==> src/rtl/hazard_pkg.sv <==
// Shared definitions for the pipeline hazard controller.
//   hz_state_e     : controller FSM state (RUN / MEM_WAIT)
//   REG_AW_DEFAULT : default register-index width
//   WAIT_CNT_W     : width of the MEM_WAIT cycle counter
//   PERF_CNT_W     : width of the optional performance counters
package hazard_pkg;

    typedef enum logic [0:0] {
        RUN      = 1'b0,
        MEM_WAIT = 1'b1
    } hz_state_e;

    localparam int unsigned REG_AW_DEFAULT = 5;
    localparam int unsigned WAIT_CNT_W     = 8;
    localparam int unsigned PERF_CNT_W     = 32;

endpackage

==> src/rtl/pipeline_hazard_ctrl_if.sv <==
// Pipeline <-> hazard controller signal bundle.
//   master : pipeline side, drives stage status, receives load enables / flushes
//   slave  : hazard controller side
// Stage status : id_rs1, id_rs2, id_uses_rs1, id_uses_rs2, ex_rd, ex_MemRead,
//                branch_taken, dmem_req, dmem_ack
// Controls     : pc_write, ifid_write, idex_write, exmem_write,
//                ifid_flush, idex_flush, memwb_flush, timeout_err
interface pipeline_hazard_ctrl_if
    import hazard_pkg::*;
#(
    parameter int unsigned REG_AW = REG_AW_DEFAULT
);

    logic [REG_AW-1:0] id_rs1;
    logic [REG_AW-1:0] id_rs2;
    logic              id_uses_rs1;
    logic              id_uses_rs2;
    logic [REG_AW-1:0] ex_rd;
    logic              ex_MemRead;
    logic              branch_taken;
    logic              dmem_req;
    logic              dmem_ack;

    logic              pc_write;
    logic              ifid_write;
    logic              idex_write;
    logic              exmem_write;
    logic              ifid_flush;
    logic              idex_flush;
    logic              memwb_flush;
    logic              timeout_err;

    modport master (
        output id_rs1, id_rs2, id_uses_rs1, id_uses_rs2, ex_rd, ex_MemRead,
               branch_taken, dmem_req, dmem_ack,
        input  pc_write, ifid_write, idex_write, exmem_write,
               ifid_flush, idex_flush, memwb_flush, timeout_err
    );

    modport slave (
        input  id_rs1, id_rs2, id_uses_rs1, id_uses_rs2, ex_rd, ex_MemRead,
               branch_taken, dmem_req, dmem_ack,
        output pc_write, ifid_write, idex_write, exmem_write,
               ifid_flush, idex_flush, memwb_flush, timeout_err
    );

endinterface

==> src/rtl/hazard_perf_cnt.sv <==
// Hazard performance counters (free-running, wrapping).
//   clk, reset_n     : clock, asynchronous active-low reset
//   i_stall          : one stall cycle happened (load-use or MEM_WAIT)
//   i_flush          : one branch flush happened
//   o_stall_cycles   : total stall cycles
//   o_flush_count    : total branch flushes
module hazard_perf_cnt
    import hazard_pkg::*;
(
    input  logic                  clk,
    input  logic                  reset_n,
    input  logic                  i_stall,
    input  logic                  i_flush,
    output logic [PERF_CNT_W-1:0] o_stall_cycles,
    output logic [PERF_CNT_W-1:0] o_flush_count
);

    logic [PERF_CNT_W-1:0] r_stall_cycles;
    logic [PERF_CNT_W-1:0] r_flush_count;

    always_ff @(posedge clk or negedge reset_n) begin
        if (!reset_n) begin
            r_stall_cycles <= '0;
            r_flush_count  <= '0;
        end else begin
            if (i_stall) begin
                r_stall_cycles <= r_stall_cycles + PERF_CNT_W'(1);
            end
            if (i_flush) begin
                r_flush_count <= r_flush_count + PERF_CNT_W'(1);
            end
        end
    end

    assign o_stall_cycles = r_stall_cycles;
    assign o_flush_count  = r_flush_count;

endmodule

==> src/rtl/pipeline_hazard_ctrl.sv <==
// 5-stage pipeline hazard controller: load-use stall, taken-branch squash and
// data-memory wait freeze with a wait timeout.
//   clk, reset_n : clock, asynchronous active-low reset
//   hz (slave)   : stage status in, register load enables / flushes out,
//                  sticky timeout_err out
//   stall_cycles, flush_count : 32-bit perf counters, present only when
//                  HAZARD_PERF_CNT_EN is defined
// Priority: memory freeze > taken branch > load-use. Enables and flushes are
// combinational from the state and the current inputs; while reset_n is low
// every enable is 0 and every flush is 1.
module pipeline_hazard_ctrl
    import hazard_pkg::*;
#(
    parameter int unsigned WAIT_TIMEOUT = 255,
    parameter int unsigned REG_AW       = REG_AW_DEFAULT
) (
    input  logic                     clk,
    input  logic                     reset_n,
    pipeline_hazard_ctrl_if.slave    hz
`ifdef HAZARD_PERF_CNT_EN
    ,
    output logic [PERF_CNT_W-1:0]    stall_cycles,
    output logic [PERF_CNT_W-1:0]    flush_count
`endif
);

    localparam logic [WAIT_CNT_W-1:0] TIMEOUT_VAL = WAIT_CNT_W'(WAIT_TIMEOUT);

    hz_state_e             r_state;
    logic [WAIT_CNT_W-1:0] r_wait_cnt;
    logic                  r_timeout_err;

    logic [REG_AW-1:0]     w_rs1;
    logic [REG_AW-1:0]     w_rs2;
    logic [REG_AW-1:0]     w_rd;
    logic [WAIT_CNT_W-1:0] w_wait_cnt_inc;
    logic                  w_load_use;
    logic                  w_timeout;
    logic                  w_mem_freeze;
    logic                  w_branch_flush;
    logic                  w_lu_stall;

    assign w_rs1 = hz.id_rs1;
    assign w_rs2 = hz.id_rs2;
    assign w_rd  = hz.ex_rd;

    always_comb begin
        w_load_use = hz.ex_MemRead && (w_rd != '0) &&
                     ((hz.id_uses_rs1 && (w_rs1 == w_rd)) ||
                      (hz.id_uses_rs2 && (w_rs2 == w_rd)));

        w_wait_cnt_inc = r_wait_cnt + WAIT_CNT_W'(1);

        // The MEM_WAIT cycle on which the counter reaches WAIT_TIMEOUT gives
        // up: the freeze is released that same cycle. An ack always wins.
        w_timeout = (r_state == MEM_WAIT) && !hz.dmem_ack &&
                    (w_wait_cnt_inc == TIMEOUT_VAL);

        if (r_state == RUN) begin
            w_mem_freeze = hz.dmem_req && !hz.dmem_ack;
        end else begin
            w_mem_freeze = !hz.dmem_ack && !w_timeout;
        end

        // Branch and load-use are only acted on when the pipe is moving;
        // while frozen EX/ID hold, so they present again afterwards.
        w_branch_flush = !w_mem_freeze && hz.branch_taken;
        w_lu_stall     = !w_mem_freeze && !hz.branch_taken && w_load_use;
    end

    always_ff @(posedge clk or negedge reset_n) begin
        if (!reset_n) begin
            r_state       <= RUN;
            r_wait_cnt    <= '0;
            r_timeout_err <= 1'b0;
        end else begin
            case (r_state)
                RUN: begin
                    if (hz.dmem_req && !hz.dmem_ack) begin
                        r_state    <= MEM_WAIT;
                        r_wait_cnt <= '0;
                    end
                end
                MEM_WAIT: begin
                    if (hz.dmem_ack) begin
                        r_state <= RUN;
                    end else begin
                        r_wait_cnt <= w_wait_cnt_inc;
                        if (w_timeout) begin
                            r_state       <= RUN;
                            r_timeout_err <= 1'b1;
                        end
                    end
                end
                default: r_state <= RUN;
            endcase
        end
    end

    always_comb begin
        hz.pc_write    = 1'b1;
        hz.ifid_write  = 1'b1;
        hz.idex_write  = 1'b1;
        hz.exmem_write = 1'b1;
        hz.ifid_flush  = 1'b0;
        hz.idex_flush  = 1'b0;
        hz.memwb_flush = 1'b0;
        hz.timeout_err = r_timeout_err;

        if (!reset_n) begin
            hz.pc_write    = 1'b0;
            hz.ifid_write  = 1'b0;
            hz.idex_write  = 1'b0;
            hz.exmem_write = 1'b0;
            hz.ifid_flush  = 1'b1;
            hz.idex_flush  = 1'b1;
            hz.memwb_flush = 1'b1;
        end else if (w_mem_freeze) begin
            hz.pc_write    = 1'b0;
            hz.ifid_write  = 1'b0;
            hz.idex_write  = 1'b0;
            hz.exmem_write = 1'b0;
            hz.memwb_flush = 1'b1;
        end else if (w_branch_flush) begin
            // Squash the two younger instructions in IF/ID and ID/EX.
            hz.ifid_flush = 1'b1;
            hz.idex_flush = 1'b1;
        end else if (w_lu_stall) begin
            hz.pc_write   = 1'b0;
            hz.ifid_write = 1'b0;
            hz.idex_flush = 1'b1;
        end
    end

`ifdef HAZARD_PERF_CNT_EN
    logic w_perf_stall;

    assign w_perf_stall = w_lu_stall || (r_state == MEM_WAIT);

    hazard_perf_cnt u_perf_cnt (
        .clk            (clk),
        .reset_n        (reset_n),
        .i_stall        (w_perf_stall),
        .i_flush        (w_branch_flush),
        .o_stall_cycles (stall_cycles),
        .o_flush_count  (flush_count)
    );
`endif

endmodule

==> src/flat_wrapper.sv <==
// flat-port wrapper written by rule: the top's interface ports become plain ports
module pipeline_hazard_ctrl_flat import hazard_pkg::*;
#(
    parameter int unsigned WAIT_TIMEOUT = 255,
    parameter int unsigned REG_AW       = REG_AW_DEFAULT
)
  (clk, reset_n, hz_id_rs1, hz_id_rs2, hz_id_uses_rs1, hz_id_uses_rs2, hz_ex_rd, hz_ex_MemRead, hz_branch_taken, hz_dmem_req, hz_dmem_ack, hz_pc_write, hz_ifid_write, hz_idex_write, hz_exmem_write, hz_ifid_flush, hz_idex_flush, hz_memwb_flush, hz_timeout_err);
  pipeline_hazard_ctrl_if #(.REG_AW(REG_AW)) hz_i ();
  input  logic clk;
  input  logic reset_n;
  input wire logic [$bits(hz_i.id_rs1)-1:0] hz_id_rs1;
  input wire logic [$bits(hz_i.id_rs2)-1:0] hz_id_rs2;
  input wire logic [$bits(hz_i.id_uses_rs1)-1:0] hz_id_uses_rs1;
  input wire logic [$bits(hz_i.id_uses_rs2)-1:0] hz_id_uses_rs2;
  input wire logic [$bits(hz_i.ex_rd)-1:0] hz_ex_rd;
  input wire logic [$bits(hz_i.ex_MemRead)-1:0] hz_ex_MemRead;
  input wire logic [$bits(hz_i.branch_taken)-1:0] hz_branch_taken;
  input wire logic [$bits(hz_i.dmem_req)-1:0] hz_dmem_req;
  input wire logic [$bits(hz_i.dmem_ack)-1:0] hz_dmem_ack;
  output wire logic [$bits(hz_i.pc_write)-1:0] hz_pc_write;
  output wire logic [$bits(hz_i.ifid_write)-1:0] hz_ifid_write;
  output wire logic [$bits(hz_i.idex_write)-1:0] hz_idex_write;
  output wire logic [$bits(hz_i.exmem_write)-1:0] hz_exmem_write;
  output wire logic [$bits(hz_i.ifid_flush)-1:0] hz_ifid_flush;
  output wire logic [$bits(hz_i.idex_flush)-1:0] hz_idex_flush;
  output wire logic [$bits(hz_i.memwb_flush)-1:0] hz_memwb_flush;
  output wire logic [$bits(hz_i.timeout_err)-1:0] hz_timeout_err;
  assign hz_i.id_rs1 = hz_id_rs1;
  assign hz_i.id_rs2 = hz_id_rs2;
  assign hz_i.id_uses_rs1 = hz_id_uses_rs1;
  assign hz_i.id_uses_rs2 = hz_id_uses_rs2;
  assign hz_i.ex_rd = hz_ex_rd;
  assign hz_i.ex_MemRead = hz_ex_MemRead;
  assign hz_i.branch_taken = hz_branch_taken;
  assign hz_i.dmem_req = hz_dmem_req;
  assign hz_i.dmem_ack = hz_dmem_ack;
  assign hz_pc_write = hz_i.pc_write;
  assign hz_ifid_write = hz_i.ifid_write;
  assign hz_idex_write = hz_i.idex_write;
  assign hz_exmem_write = hz_i.exmem_write;
  assign hz_ifid_flush = hz_i.ifid_flush;
  assign hz_idex_flush = hz_i.idex_flush;
  assign hz_memwb_flush = hz_i.memwb_flush;
  assign hz_timeout_err = hz_i.timeout_err;
  pipeline_hazard_ctrl #(.WAIT_TIMEOUT(WAIT_TIMEOUT), .REG_AW(REG_AW)) u_core (.clk(clk), .reset_n(reset_n), .hz(hz_i));
endmodule
==> config.mk <==
export PLATFORM = sky130hd
export DESIGN_NAME = pipeline_hazard_ctrl_flat
export DESIGN_NICKNAME = d
export VERILOG_FILES = /design/src/rtl/hazard_pkg.sv /design/src/rtl/pipeline_hazard_ctrl_if.sv /design/src/rtl/hazard_perf_cnt.sv /design/src/rtl/pipeline_hazard_ctrl.sv /design/src/flat_wrapper.sv
export SDC_FILE = /design/constraint.sdc
export NUM_CORES = 1
export LEC_CHECK = 0
export CAP_MARGIN = 20
export CORE_MARGIN = 10
export CORE_UTILIZATION = 42
export CTS_BUF_LIST = sky130_fd_sc_hd__clkbuf_16
export DETAILED_ROUTE_END_ITERATION = 12
export GPL_TIMING_DRIVEN = 0
export PLACE_DENSITY = 0.78
export SYNTH_ARGS = -nofsm -noshare
export SYNTH_HDL_FRONTEND = slang
export SYNTH_SLANG_ARGS = --single-unit
export TNS_END_PERCENT = 100
==> constraint.sdc <==
create_clock -name clk -period 3.02 [get_ports clk]
set_clock_uncertainty 0.1 [all_clocks]
set_input_delay 0.302 -clock clk [delete_from_list [all_inputs] [get_ports clk]]
set_output_delay 0.302 -clock clk [all_outputs]
set_load 0.005 [all_outputs]
==> run_results.csv, run 1 <==
group,metric,value,unit
floorplan,start_util,0.4464,
finish,nets,149,
synthesis,synth_edf_count,0,
placement,post_dp_cell_area,1102,sq um
synthesis,async_flop_share,1.000,
setup_path,rr_endpoint,"u_core.hz.timeout_err$_DFFE_PN0P_",
pwr,comb_power_share,0.286,
cts,htreeDepth,1,
setup_path,slowest_delay,0.52,ns
setup_path,r2r_start,"u_core.r_wait_cnt[0]$_DFFE_PN0P_",
sta,max_slew.worst_pin.slew,0.5265,ns
placement,routabilityCongestion,0.7452,
pwr,powerDensity,441.1,nW/um^2
grt,gr-total-overflow,0,
setup_path,crit_required,2.62,ns
grt,grt_antenna_before_repair,0,
sta,setup_viol,0,
pwr,swShare,0.2637,
cts,cts_made_buffers,3,
sta,worst_slack,0.01861,ns
finish,diodes,0,
placement,hpwl,1.728,mm
sta,hold_viol,0,
finish,area_growth,65.58,%
job,drv_cap,0,
detailed_routing,first_pass_iters,4,
detailed_routing,drtIter0Drc,23,
cts,cts_root_buf,"clkbuf_16",
grt,grt_pass1_vias,762,
sta,finalSetupTns,0,ns
cts,cts_sinks,10,
floorplan,core.rowCount,15,
sta,drv_slew,0,
synthesis,synth_area,770.7,sq um
pwr,pwr-share-seq,0.286,
setup_path,cp_max_fo,3,
floorplan,core,1727,sq um
cts,cts_tree,"done",
setup_path,worstPathCellList,"ha_4, nand3_1, or3_4, a2111oi_4, buf_4, a311oi_1, nor2_1, clkdlybuf4s50_1",
pwr,p_sw,0.1485,mW
floorplan,die_w,62.84,microns
sta,period_needed,3.001,ns
placement,io_buffers,30,
pwr,ir_drop,312.4,uV
setup_path,cp_data_arrival_time,2.60,ns
placement,dp_cells,136,
grt,track_usage,0.1144,
min_path,worstHoldPathType,"in2async",
synthesis,synth.avg_cell_area,9.515,sq um
finish,final_layout_size_suffix_gt1_frac,0.2439,
synthesis,yosys_warnings,0,
synthesis,yosysSeqAreaShare,0.3247,
synthesis,ys_types,32,
detailed_routing,ant_nets,0,
setup_path,crit_path_top_delay_cell,"clkdlybuf4s50_1",
setup_path,reg2reg_setup_slack,1.01,ns
grt,grt_pass1_wl,3.684,mm
floorplan,num_io_pins,31,
grt,grt_max_degree,13,
floorplan,die_h,62.84,microns
synthesis,yosys_most_used_dff,"dfrtp_1",
setup_path,endpoint_kind,"output pin",
sta,max_freq,0.3332,GHz
sta,whs,0.3105,ns
cts,clockBufferDepth,2,
detailed_routing,routed_wl,2.396,mm
cts,clk_pin_slew,0.04,ns
sta,rsz0062_at_grt,"yes",
pwr,finalPower,0.5630,mW
outcome,status,"finished, final reports clean",
setup_path,r2r_cells,7,
pwr,p_clk_frac,0.428,
detailed_routing,avgViaCountPerCell,5.101,
detailed_routing,route.vias.total,755,
finish,fin_cells,148,
detailed_routing,drcViolationCount,0,
pwr,p_leak,0.5950,nW
cts,cts_hold_buffers,0,
sta,slew_headroom,0.6479,
synthesis,syn_nets,106,
placement,dp_slack,0.01840,ns
synthesis,synth_cells,81,
setup_path,path_class,"reg2out",
synthesis,ys_ff_latch,10,
floorplan,fp.dieArea,3948,sq um
detailed_routing,avgRoutedWirePerCell,16.19,microns
cts,clk_latency,0.24,ns
finish,finish.utilization,0.7391,
pwr,intPower,0.4145,mW
sta,min_period_over_period,0.9938,
setup_path,cp-start-kind,"register",
finish,fin_area,1276,sq um
[state kept, by name, summed over array words and instances (netlist names)]
register and count:
u_core.r_state 1, u_core.hz.timeout_err 1, u_core.r_wait_cnt 8
[synthesized netlist by cell type (2+ instances only)]
cell type	number	area, sq um
a21o_1	3	22.52
a21o_2	2	17.52
a21oi_1	2	10.01
a22o_1	3	26.28
buf_4	2	15.01
dfrtp_1	10	250.2
ha_1	2	25.02
inv_1	3	11.26
nand2_1	4	15.01
nand2b_1	2	12.51
nand3_1	6	30.03
nor2_1	5	18.77
nor3_1	3	15.01
nor4_1	2	12.51
o21ai_0	4	20.02
xnor2_1	3	26.28
xor2_1	10	87.58
[cell usage in the layout, fill, tap and decap left out, types with 4 or more instances in the layout]
| cell type | instances |
|---|---|
| buf_4 | 11 |
| clkdlybuf4s50_1 | 25 |
| dfrtp_1 | 9 |
| dlymetal6s2s_1 | 4 |
| nand2_1 | 4 |
| nand3_1 | 6 |
| nor2_1 | 4 |
| o21ai_0 | 4 |
| xor2_1 | 10 |
[critical path, delay by kind of cell (launching register included)]
family                     cells  cell delay (ns)
AOI/OAI and AO/OA              2             0.56
and+or+nand+nor                3             0.55
buffers and inverters          2             0.70
DFF                            1             0.39
adders and majority gates      1             0.16
[cell type report]
class,count,area (sq um)
Timing Repair Buffer,38,367.9
Clock inverter,1,3.754
Inverter,3,11.26
Sequential cell,10,251.5
Clock buffer,3,75.07
Buffer,4,27.53
Tap cell,25,31.28
Multi-Input combinational cell,64,508.0
Fill cell,135,450.4
[routing by layer]
layer  track usage  wire length, microns
met1        0.1217                   989
met2        0.2013                  1259
met3       0.03584                    93
met4       0.05028                    54
met5             0                     0
[worst max path at each step]
stage,end,start,depth (start not counted)
2_1_floorplan,hz_pc_write,u_core.r_wait_cnt[0]$_DFFE_PN0P_,7
3_3_place_gp,hz_pc_write,hz_ex_rd[0],8
3_5_place_dp,hz_pc_write,hz_ex_rd[0],8
4_1_cts,hz_pc_write,u_core.r_wait_cnt[0]$_DFFE_PN0P_,8
5_1_grt,hz_ifid_flush,u_core.r_wait_cnt[0]$_DFFE_PN0P_,8
6_report,hz_ifid_flush,u_core.r_wait_cnt[1]$_DFFE_PN0P_,8
[timing repair]
action / CTS / global route
hold endpoints to repair: 0 / 0
pin swaps: 2 / 5
gates resized for setup: 2 / 10
setup endpoints to repair: 7 / 4
buffers inserted: 4 / 4
[logic make-up (layout without fill, tap and decap cells)]
family / after synthesis / after routing / synth area share
AND/OR/NAND/NOR: 28 / 28 / 0.2029
multiplexers: 1 / 1 / 0.01461
XOR/XNOR: 13 / 13 / 0.1477
buffers and inverters: 7 / 49 / 0.04706
AO/OA/AOI/OAI: 20 / 20 / 0.2305
adder cells (fa/ha/maj): 2 / 2 / 0.03246
flip-flops: 10 / 10 / 0.3247
[power groups by stage]
stage                     clock network [mW]  logic [mW]  registers, mW
after floorplan                            0      0.0772          0.159
after global placement                     0       0.136          0.161
after detailed placement                   0       0.141          0.162
after CTS                              0.244       0.154          0.160
after global routing                   0.246       0.178          0.162
final                                  0.241       0.161          0.161
Note: power is estimated with default switching activity, not from simulation.
==> run 2: changes to the inputs <==
REMOVE_ABC_BUFFERS = 1   (was default)
==> run 2 against run 1 <==
  * Clock power about the same
  * Die area unchanged
  * Highest routed layer unchanged
  * Wire length decreased by 6.1%
  * Register-to-register slack improved by 0.09 ns
  * Sequential share of layout area increased by 1.2 points
==> run_results.csv, run 2 (same netlist as run 1, synthesis figures left out) <==
group,metric,value,unit
outcome,status,"finished, final reports clean",
pwr,finalPower,0.5441,mW
grt,grt_max_degree,13,
setup_path,r2r_start,"u_core.r_wait_cnt[0]$_DFFE_PN0P_",
placement,dp_cells,132,
floorplan,start_util,0.4464,
floorplan,num_io_pins,31,
grt,gr-total-overflow,0,
setup_path,cp_max_fo,4,
sta,rsz0062_at_grt,"yes",
sta,whs,0.3105,ns
sta,min_period_over_period,0.9747,
setup_path,worstPathCellList,"ha_4, nand3_1, or3_4, a2111oi_4, a311oi_1, a21oi_1, clkdlybuf4s50_1",
cts,cts_sinks,10,
floorplan,core,1727,sq um
setup_path,reg2reg_setup_slack,1.10,ns
finish,layout_common_cells,"28 x clkdlybuf4s50_1, 10 x xor2_1, 10 x dfrtp_1",
detailed_routing,first_pass_iters,4,
grt,grt_pass1_vias,756,
setup_path,path_class,"reg2out",
finish,finish.utilization,0.6942,
grt,grt_antenna_before_repair,0,
setup_path,r2r_cells,6,
finish,area_growth,55.52,%
detailed_routing,drtIter0Drc,29,
cts,clk_latency,0.24,ns
detailed_routing,drcViolationCount,0,
setup_path,path_delay_family,"compound AO/OA/AOI/OAI gates",
grt,grt_pass1_wl,3.712,mm
cts,cts_tree,"done",
finish,final_layout_size_suffix_gt1_frac,0.1667,
grt,track_usage,0.1163,
setup_path,crit_cells,7,
finish,nets,140,
placement,hpwl,1.659,mm
setup_path,rr_endpoint,"u_core.hz.timeout_err$_DFFE_PN0P_",
setup_path,crit_required,2.62,ns
sta,max_freq,0.3397,GHz
floorplan,die_h,62.84,microns
cts,clk_pin_slew,0.04,ns
detailed_routing,route.vias.total,723,
detailed_routing,ant_nets,0,
finish,diodes,0,
setup_path,cp_data_arrival_time,2.54,ns
finish,fin_cells,139,
pwr,powerDensity,453.9,nW/um^2
finish,area.sequential,250.2,sq um
floorplan,die_w,62.84,microns
pwr,p_leak,0.5364,nW
finish,final_common_cell,"clkdlybuf4s50_1",
finish,largest_reg_flops,8,
detailed_routing,routed_wl,2.249,mm
floorplan,fp.dieArea,3948,sq um
setup_path,cp-start-kind,"register",
cts,clockBufferDepth,2,
placement,io_buffers,30,
sta,slew_headroom,0.6518,
cts,cts_root_buf,"clkbuf_16",
setup_path,crit_path_top_delay_cell,"clkdlybuf4s50_1",
setup_path,slowest_delay,0.53,ns
finish,regMostFlops,"u_core.r_wait_cnt",
setup_path,crit_buf_inv,1,
cts,cts_made_buffers,3,
min_path,worstHoldPathType,"in2async",
sta,setup_viol,0,
sta,period_needed,2.944,ns
pwr,ir_drop,623.9,uV
sta,hold_viol,0,
sta,max_slew.worst_pin.slew,0.5206,ns
job,drv_cap,0,
finish,fillers,140,
floorplan,core.rowCount,15,
detailed_routing,avgRoutedWirePerCell,16.18,microns
placement,routabilityCongestion,0.7446,
cts,cts_hold_buffers,0,
sta,drv_slew,0,
detailed_routing,avgViaCountPerCell,5.201,
cts,htreeDepth,1,
finish,multi_input_area,499.2,sq um
setup_path,endpoint_kind,"output pin",
-- run 2: cell types whose count changed in the layout (fill, tap and decap cells not counted), sizes merged --
cell | before | now
dlymetal6s2s | 4 | 2
clkdlybuf4s50 | 25 | 28
buf | 12 | 3
clkbuf | 4 | 3
-- run 2: per-layer routing --
layer / part of all wire / track usage / vias up
li1: - / - / 357
met1: 0.41 / 0.1229 / 344
met2: 0.54 / 0.2077 / 18
met3: 0.032 / 0.03405 / 4
met4: 0.016 / 0.05028 / 0
met5: 0 / 0 / -
-- run 2: layout make-up --
class / instances / share of cell area
flip-flops and latches: 10 / 0.2088
multi-input cells: 64 / 0.4165
repair buffers: 33 / 0.2735
clock buffers: 3 / 0.06263
clock inverters: 1 / 0.003132
well taps: 25 / 0.02610
inverters: 3 / 0.009395
-- run 2: how the worst max path moves through the flow --
stage | slack, ns | startpoint | to
3_3_place_gp | 0.16 | u_core.r_wait_cnt[0]$_DFFE_PN0P_ | hz_ifid_write
6_report | 0.08 | u_core.r_wait_cnt[0]$_DFFE_PN0P_ | hz_idex_flush
5_1_grt | -0.08 | u_core.r_wait_cnt[0]$_DFFE_PN0P_ | hz_idex_flush
2_1_floorplan | 0.78 | u_core.r_wait_cnt[0]$_DFFE_PN0P_ | hz_ifid_write
3_5_place_dp | 0.14 | u_core.r_wait_cnt[0]$_DFFE_PN0P_ | hz_pc_write
4_1_cts | 0.002 | u_core.r_wait_cnt[1]$_DFFE_PN0P_ | hz_pc_write
-- run 2: through the flow --
| stage | worst slack [ns] | area (sq um) | TNS [ns] |
|---|---|---|---|
| after CTS | 0.001938 | 1174 | 0 |
| after detailed placement | 0.1415 | 1077 | 0 |
| final | 0.07637 | 1199 | 0 |
| after global placement | 0.1637 | 1077 | 0 |
| after global routing | -0.07990 | 1199 | -0.1379 |
| after floorplan | 0.7780 | 745.7 | 0 |
-- run 2: power by group --
group	switching (mW)	internal [mW]	total (mW)
Clock	0.0657	0.174	0.240
Combinational	0.0529	0.0791	0.132
Sequential	0.0243	0.148	0.173
Total	0.143	0.401	0.544
-- run 2: repair_timing --
item                       CTS  global route
setup buffers                2             1
pin swaps                    2             1
resized for setup            1             4
setup endpoints to repair    6             7
==> run 3: changes to the inputs <==
--- a/config.mk
+++ b/config.mk
@@ -14,2 +14,3 @@
 export PLACE_DENSITY = 0.78
+export RECOVER_POWER = 100
 export REMOVE_ABC_BUFFERS = 1
==> constraint.sdc (replaced) <==
create_clock -name clk -period 3.02 [get_ports clk]
set_clock_uncertainty 0.1 [all_clocks]
set_input_delay 0.604 -clock clk [delete_from_list [all_inputs] [get_ports clk]]
set_output_delay 0.604 -clock clk [all_outputs]
set_load 0.005 [all_outputs]
==> run 3 against run 2 <==
  * The flow now finishes with violations (setup timing)
  * Wire length increased by 13%
  * Cell area increased by 4.3%
  * Worst hold slack improved by 0.041 ns
  * Non-clock buffer count increased by 9
  * Sequential cell count unchanged
  * Highest routed layer unchanged
==> run_results.csv, run 3 (same netlist as run 1, synthesis figures left out) <==
group,metric,value,unit
setup_path,path_class,"reg2out",
setup_path,cp-start-kind,"register",
detailed_routing,route.vias.total,765,
finish,layout_common_cells,"17 x clkdlybuf4s50_1, 11 x buf_4, 10 x xor2_1",
setup_path,worstPathCellList,"buf_4, nand3_1, nor3_1, xor2_1, a31oi_2, buf_4, buf_6, nor3b_2, buf_2",
outcome,violations,"setup timing",
setup_path,crit_required,2.32,ns
sta,hold_viol,0,
grt,track_usage,0.1195,
pwr,powerDensity,440.5,nW/um^2
finish,final_layout_size_suffix_gt1_frac,0.3008,
grt,gr-total-overflow,0,
pwr,p_leak,0.5733,nW
min_path,worstHoldPathType,"in2async",
setup_path,cp_data_arrival_time,2.41,ns
pwr,ir_drop,641.4,uV
setup_path,crit_path_top_delay_cell,"dfrtp_1",
placement,hpwl,1.659,mm
sta,max_freq,0.3212,GHz
finish,nets,149,
floorplan,core,1727,sq um
sta,slew_headroom,0.6414,
cts,htreeDepth,1,
setup_path,slowest_delay,0.39,ns
setup_path,r2r_cells,7,
detailed_routing,drtIter0Drc,22,
grt,grt_antenna_before_repair,0,
cts,clk_pin_slew,0.04,ns
sta,rsz0062_at_grt,"yes",
cts,clk_latency,0.24,ns
cts,cts_tree,"done",
detailed_routing,avgRoutedWirePerCell,17.11,microns
detailed_routing,routed-wl-met2,1.410,mm
detailed_routing,avgViaCountPerCell,5.169,
grt,grt_max_degree,13,
detailed_routing,drt-met1-wl,1.011,mm
floorplan,core.rowCount,15,
job,drv_cap,0,
sta,min_period_over_period,1.031,
setup_path,cp_max_fo,6,
floorplan,die_h,62.84,microns
floorplan,die_w,62.84,microns
finish,final_common_cell,"clkdlybuf4s50_1",
sta,whs,0.3516,ns
detailed_routing,first_pass_iters,4,
finish,regMostFlops,"u_core.r_wait_cnt",
finish,diodes,0,
placement,io_buffers,30,
grt,grt_pass1_vias,771,
placement,routabilityCongestion,0.7446,
sta,max_slew.worst_pin.slew,0.5378,ns
detailed_routing,routed_wl,2.533,mm
detailed_routing,ant_nets,0,
cts,cts_made_buffers,3,
cts,cts_sinks,10,
detailed_routing,routed-wl-met3,74,microns
setup_path,endpoint_kind,"output pin",
sta,period_needed,3.114,ns
detailed_routing,drcViolationCount,0,
sta,setup_viol,4,
sta,worst_slack,-0.09375,ns
floorplan,fp.dieArea,3948,sq um
finish,area_growth,62.18,%
sta,drv_slew,0,
setup_path,cpMostUsedCell,"buf_4",
cts,clockBufferDepth,2,
cts,cts_hold_buffers,0,
pwr,finalPower,0.5506,mW
detailed_routing,highest_layer,"met4",
floorplan,num_io_pins,31,
outcome,status,"complete, but fails checks",
floorplan,start_util,0.4464,
grt,grt_pass1_wl,3.829,mm
finish,largest_reg_flops,8,
cts,cts_root_buf,"clkbuf_16",
==> run 3: cell types whose count changed in the layout (fill, tap and decap cells not counted), sizes merged <==
cell           previous run  this run
dlygate4sd2               0         8
buf                       3        14
clkbuf                    3         6
dlymetal6s2s              2         0
clkdlybuf4s50            28        17
==> run 3: final cells by class <==
class	instances	area [sq um]
Multi-Input combinational cell	64	518.0
Inverter	3	11.26
Sequential cell	10	251.5
Tap cell	25	31.28
Fill cell	129	476.7
Clock inverter	1	3.754
Timing Repair Buffer	42	359.1
Clock buffer	3	75.07
==> run 3: routing by layer <==
layer	GRT usage	up-vias
li1	-	374
met1	0.1259	371
met2	0.2154	16
met3	0.03405	4
met4	0.05028	0
met5	0	-
==> run 3: report_power, final <==
| group | total [mW] | internal, mW | switching [mW] |
|---|---|---|---|
| Sequential | 0.174 | 0.149 | 0.0248 |
| Clock | 0.242 | 0.174 | 0.0675 |
| Combinational | 0.135 | 0.0788 | 0.0567 |
| Total | 0.551 | 0.402 | 0.149 |
==> run 3: worst paths after layout <==
path | startpoint | end | slack [ns]
min | reset_n | u_core.r_wait_cnt[0]$_DFFE_PN0P_ | 0.35
max reg2reg | u_core.r_wait_cnt[0]$_DFFE_PN0P_ | u_core.hz.timeout_err$_DFFE_PN0P_ | 0.91
max in group asynchronous | reset_n | u_core.r_wait_cnt[3]$_DFFE_PN0P_ | 2.08
max | u_core.r_wait_cnt[0]$_DFFE_PN0P_ | hz_pc_write | -0.09
min in group clk | u_core.hz.timeout_err$_DFFE_PN0P_ | u_core.hz.timeout_err$_DFFE_PN0P_ | 0.37
min reg2reg | u_core.hz.timeout_err$_DFFE_PN0P_ | u_core.hz.timeout_err$_DFFE_PN0P_ | 0.37
==> run 3: critical path, delay by kind of cell, from the launching register on <==
family,cells,cell delay [ns]
buffers and inverters,4,0.59
DFF,1,0.39
xor gates and xnor gates,1,0.36
AOI/OAI and AO/OA,1,0.16
and+or+nand+nor,3,0.68
==> run 3: what timing repair did <==
action | 4_1_cts | 5_1_grt
hold endpoints to repair | 0 | 0
buffers inserted | 6 | 6
gates resized for setup | 26 | 7
endpoints found under the setup margin | 7 | 6
pin swaps | 8 | 8
==> run 3: stage by stage <==
step           setup TNS [ns]  instance area (sq um)  utilization  setup slack (ns)  std cells
6_report              -0.2641                   1250       0.7239          -0.09375        148
5_1_grt                -1.046                   1250       0.7239           -0.2288        148
4_1_cts              -0.09415                   1207       0.6993          -0.04805        142
3_5_place_dp           -1.776                   1077       0.6239           -0.4609        132
3_3_place_gp           -1.635                   1077       0.6239           -0.4350        132
2_1_floorplan               0                  745.7            -            0.4760         77
